File: src/rtl/rob_ctrl.sv
// rob_ctrl: ROB head/tail/done-bit bookkeeping with all-or-nothing allocation and in-order commit.
// Define ROB_CTRL_STAT_EN to add the stall_cycles/retired statistics counters.
module rob_ctrl #(
  parameter int ROB_DEPTH     = 16,
  parameter int MACHINE_WIDTH = 2,
  parameter int FU_NUM        = 4,
  parameter int AW            = $clog2(ROB_DEPTH)
) (
  input  logic                        clk,
  input  logic                        resetn,
  input  logic [MACHINE_WIDTH-1:0]    alloc_req,
  output logic                        alloc_ok,
  output logic [MACHINE_WIDTH*AW-1:0] rob_addr,
  input  logic [FU_NUM-1:0]           wb_valid,
  input  logic [FU_NUM*AW-1:0]        wb_addr,
  output logic [MACHINE_WIDTH-1:0]    commit_valid,
  output logic [MACHINE_WIDTH*AW-1:0] commit_addr,
  input  logic                        commit_ready,
  input  logic                        flush,
  output logic [AW:0]                 count,
  output logic                        full,
  output logic                        empty
`ifdef ROB_CTRL_STAT_EN
  ,
  output logic [31:0]                 stall_cycles,
  output logic [31:0]                 retired
`endif
);
  logic [AW:0] head_q, head_d, tail_q, tail_d, count_q, count_d;
  logic [AW:0] n_req, n_com, n_alloc;
  logic [ROB_DEPTH-1:0] done_q, done_d;
  logic [AW-1:0] idx;
  logic run;
  always_comb begin
    n_req = '0;
    n_com = '0;
    idx = '0;
    run = !flush;
    rob_addr = '0;
    commit_addr = '0;
    commit_valid = '0;
    for (int i = 0; i < MACHINE_WIDTH; i++) begin
      idx = head_q[AW-1:0] + AW'(i);
      run = run && (count_q > (AW+1)'(i)) && done_q[idx];
      commit_valid[i] = run;
      commit_addr[i*AW +: AW] = idx;
      rob_addr[i*AW +: AW] = tail_q[AW-1:0] + AW'(i);
      n_req = n_req + (AW+1)'(alloc_req[i]);
      n_com = n_com + (AW+1)'(run && commit_ready);
    end
    // free space is judged on registered count only; same-cycle retirement is not reused
    alloc_ok = !flush && (((AW+1)'(ROB_DEPTH) - count_q) >= n_req);
    n_alloc = alloc_ok ? n_req : '0;
    done_d = done_q;
    for (int k = 0; k < FU_NUM; k++)
      if (wb_valid[k]) done_d[wb_addr[k*AW +: AW]] = 1'b1;
    for (int i = 0; i < MACHINE_WIDTH; i++)
      if (alloc_ok && alloc_req[i]) done_d[tail_q[AW-1:0] + AW'(i)] = 1'b0;
    done_d = flush ? '0 : done_d;
    head_d = flush ? '0 : head_q + n_com;
    tail_d = flush ? '0 : tail_q + n_alloc;
    count_d = flush ? '0 : count_q + n_alloc - n_com;
  end
  always_ff @(posedge clk) begin
    if (!resetn) begin
      head_q <= '0;
      tail_q <= '0;
      count_q <= '0;
      done_q <= '0;
    end else begin
      head_q <= head_d;
      tail_q <= tail_d;
      count_q <= count_d;
      done_q <= done_d;
    end
  end
  assign count = count_q;
  assign full = count_q == (AW+1)'(ROB_DEPTH);
  assign empty = count_q == '0;
`ifdef ROB_CTRL_STAT_EN
  logic [31:0] stall_q, stall_d, retired_q, retired_d;
  always_comb begin
    stall_d = stall_q + 32'((alloc_req != '0) && !alloc_ok && !flush);
    retired_d = retired_q + 32'(n_com);
  end
  always_ff @(posedge clk) begin
    if (!resetn) begin
      stall_q <= '0;
      retired_q <= '0;
    end else begin
      stall_q <= stall_d;
      retired_q <= retired_d;
    end
  end
  assign stall_cycles = stall_q;
  assign retired = retired_q;
`endif
endmodule

File: config.mk
export PLATFORM = sky130hd
export DESIGN_NAME = rob_ctrl
export DESIGN_NICKNAME = d
export VERILOG_FILES = /design/src/rtl/rob_ctrl.sv
export SDC_FILE = /design/constraint.sdc
export NUM_CORES = 1
export LEC_CHECK = 0
export ABC_AREA = 0
export CAP_MARGIN = 10
export CELL_PAD_IN_SITES_DETAIL_PLACEMENT = 1
export CELL_PAD_IN_SITES_GLOBAL_PLACEMENT = 2
export CORE_MARGIN = 2
export CORE_UTILIZATION = 28
export CTS_CLUSTER_SIZE = 16
export DETAILED_ROUTE_END_ITERATION = 10
export HOLD_SLACK_MARGIN = 0.03
export PLACE_DENSITY_LB_ADDON = 0.05
export SLEW_MARGIN = 30
export SYNTH_ARGS = -nofsm -noshare
export SYNTH_HDL_FRONTEND = slang
export SYNTH_SLANG_ARGS = --single-unit
File: constraint.sdc
create_clock -name clk -period 3.57 [get_ports clk]
set_input_delay 0.357 -clock clk [delete_from_list [all_inputs] [get_ports clk]]
set_output_delay 0.357 -clock clk [all_outputs]
set_load 0.02 [all_outputs]
==> impl_metrics.toml <==
[timing]
worstMarginPinSlew_ns = 0.637
slew_viol_final = 0
finClkSkew_ns = 0.00648
period_needed_ns = 3.38
grt_setup_unrepaired = "false"
finalHoldViolCount = 0
max_freq_ghz = 0.296
hold_ws_ns = 0.604
finalCritPeriodShare_pct = 94.6
final.setup.worst_slack_ns = 0.193
max_slew_margin_pct = 57.5
setup_tns_ns = 0
setup_viol = 0

[synthesis]
synth_top_area_cell = "dfxtp_1"
ys_seq_area_share_pct = 21.4
synth.most_common_cell = "dfxtp_1"
synth-async-reset-ratio_pct = 0
ys_ff_latch = 29
avgSynthCellArea_um2 = 8.35
synth_cell_types = 51
synthTopCellsByCount = "dfxtp_1 (29), inv_1 (26), ha_1 (25)"
mappedNetlistNets = 380
synth.cell_area_um2 = 2720
synthTopCellsByArea = "dfxtp_1 (21%), ha_1 (12%), o22ai_1 (4.1%)"
synth_edf_count = 0
yosysTopAreaCellShare_pct = 21.4
ys.flop_type = "dfxtp_1"
yosysWarnings = 0
syn_inst = 325

[power_and_ir_drop]
switching_power_mw = 0.343
internal-power_mw = 0.728
seqPwrFrac_pct = 32.5
peakVddDrop_uv = 159
pwr-share-comb_pct = 33.6
p_leak_nw = 1.34
netSwitchingFraction_pct = 32.1
p_clk_share_pct = 33.9
power_density_nw_per_um2 = 288

[drt]
via_count = 2790
drtPass1Iterations = 4
drcViolationCount = 0
vias_per_cell = 5.33
drtIter0Drc = 111
wl_per_cell_um = 18.8
wl_um = 9830
postRouteAntennaNets = 0

[floorplan]
rows = 35
fp.dieW_um = 102
die_area_um2 = 10500
design.portCount = 52
initial_core_util_pct = 29.1
core_area_um2 = 9330
die_y_um = 102

[worst_setup_path]
required_ns = 3.78
worstPathCellList = "inv_1, ha_1, and2_1, ha_4, a2111oi_4, nand3_1, nand2_2, and3_1, ha_4, ha_1, inv_1, ha_1, inv_1, fa_2, inv_2, a21oi_2, nor2_2, or3_1, a21oi_1"
max_stage_delay_ns = 0.33
reg2reg_slack_ns = 0.19
r2r_start = "count[2]"
critPathCaptureType = "flop"
worst-setup-path-type = "flop to flop"
critPathTopFamily = "adder cells"
r2r_end = "count[4]"
cp.arrival_ns = 3.58
reg2regPathDepth = 19
crit_path_top_delay_cell = "dfxtp_2"
path_buf_inv = 4
cp_max_fo = 4
start_kind = "flop"

[clock_network]
cts_root_buffer = "clkbuf_8"
cts.clk_slew.worst_paths_ns = 0.07
cts_sinks = 29
clk_path_buf_depth = 2
numCtsBuffers = 5
h-tree-depth = 2
tritoncts = "built"
postCtsHoldBufs = 0
clk_latency_ns = 0.28

[run]
drv_cap = 0

[global_route]
grt_pass1_vias = 2844
grt_max_degree = 17
grt_use_total_pct = 19.5
grt_pass1_wl_um = 15400
grt-ovfl-total = 0
antenna_found_initial = 0

[placement]
place_area_um2 = 3490
place_ws_ns = -0.209
portBuffers = 51
dp_hpwl_um = 7860
gp_congestion = 0.858

[layout]
nNetsFinal = 448
fin_area_um2 = 3720
diodes = 0
drive_gt1_share_pct = 16.8
layout-area-overhead-vs-synth_pct = 37.2

[run_status]
status = "finished clean"

[hold_path]
hold_depth = 1
hold_start = "tail_q[3]"
hp-class = "flop to flop"
whs_endpoint = "done_q[12]"
-- layout by cell type (no fill, tap or decap), types with 4 or more instances in the layout --
cell type        Yosys  final
a21oi_1             11     10
a221oi_1             6      6
a22o_1               4      4
and2_1              12     12
buf_4                1     23
clkbuf_8             0      6
clkdlybuf4s50_1      0     51
dfxtp_1             29     24
dfxtp_2              0      5
ha_1                25     21
ha_4                 0      4
inv_1               26     25
mux2i_1             10     10
mux4_2               4      4
nand2_1             17     16
nand2b_1             9      9
nand3_1             15     15
nand3b_1             8      8
nor2_1              20     19
nor2b_1              7      7
nor3_1              15     15
o21ai_0              8      8
o22ai_1             18     18
o31ai_1             11     11
o41ai_1              5      5
xnor2_1              8      8
xor2_1               4      4
-- layer usage --
layer | GRT usage, % | vias to the layer above | share of wire (%)
met5 | 0 | - | 0
met1 | 27.5 | 1366 | 50
met4 | 4.62 | 0 | 0.93
met2 | 30.5 | 73 | 45
li1 | - | 1344 | -
met3 | 4.10 | 7 | 4.3
-- power by group through the flow --
stage	Clock, mW	Combinational (mW)	Sequential [mW]
after floorplan	0	0.178	0.360
after global placement	0	0.334	0.355
after detailed placement	0	0.337	0.356
after CTS	0.376	0.343	0.348
after global routing	0.387	0.397	0.350
final	0.363	0.360	0.348
-- sequential cells by signal (all words and copies together), names as in the netlist --
register	count
head_q	4
tail_q	4
done_q	16
count	5
-- layout make-up --
cell class / instances / area [µm²]
clock buffers: 6 / 82.6
clock inverters: 2 / 37.5
fillers: 1097 / 5600
inverters: 27 / 101
multi-input cells: 256 / 2070
flip-flops and latches: 29 / 587
well taps: 129 / 161
repair buffers: 74 / 683
-- how the worst max path moves through the flow --
stage                  from  cells past startpoint  slack, ns  endpoint
2_1_floorplan      count[3]                     19       0.02  count[4]
3_3_place_gp   alloc_req[0]                     18      -0.11  count[4]
5_1_grt            count[2]                     19      0.004  count[4]
3_5_place_dp   alloc_req[0]                     18      -0.21  count[4]
4_1_cts            count[2]                     19      0.007  count[4]
6_report           count[2]                     19       0.19  count[4]
-- what timing repair did --
item | CTS | global route
setup endpoints to repair | 1 | 3
buffers inserted | 0 | 2
gates cloned | 0 | 0
pin swaps | 0 | 9
gates resized for setup | 4 | 13
-- through the flow --
| step | utilization (%) | total power, mW | std cells |
|---|---|---|---|
| final | 39.9 | 1.07 | 523 |
| after global routing | 39.9 | 1.13 | 523 |
| after CTS | 38.9 | 1.07 | 521 |
| after detailed placement | 37.5 | 0.693 | 513 |
| after global placement | 37.5 | 0.689 | 513 |
| after floorplan | - | 0.538 | 325 |
-- kinds of logic (layout without fill, tap and decap cells) --
kind of cell	Yosys count	after routing	synth area share, %
muxes	14	14	7.00
AOI/OAI and AO/OA	80	80	22.1
DFF	29	29	21.4
xor gates and xnor gates	12	12	3.87
and+or+nand+nor	121	121	25.2
buffers and inverters	40	109	5.94
adders and majority gates	29	29	14.5
No activity file was read; power rests on OpenSTA's default activity.
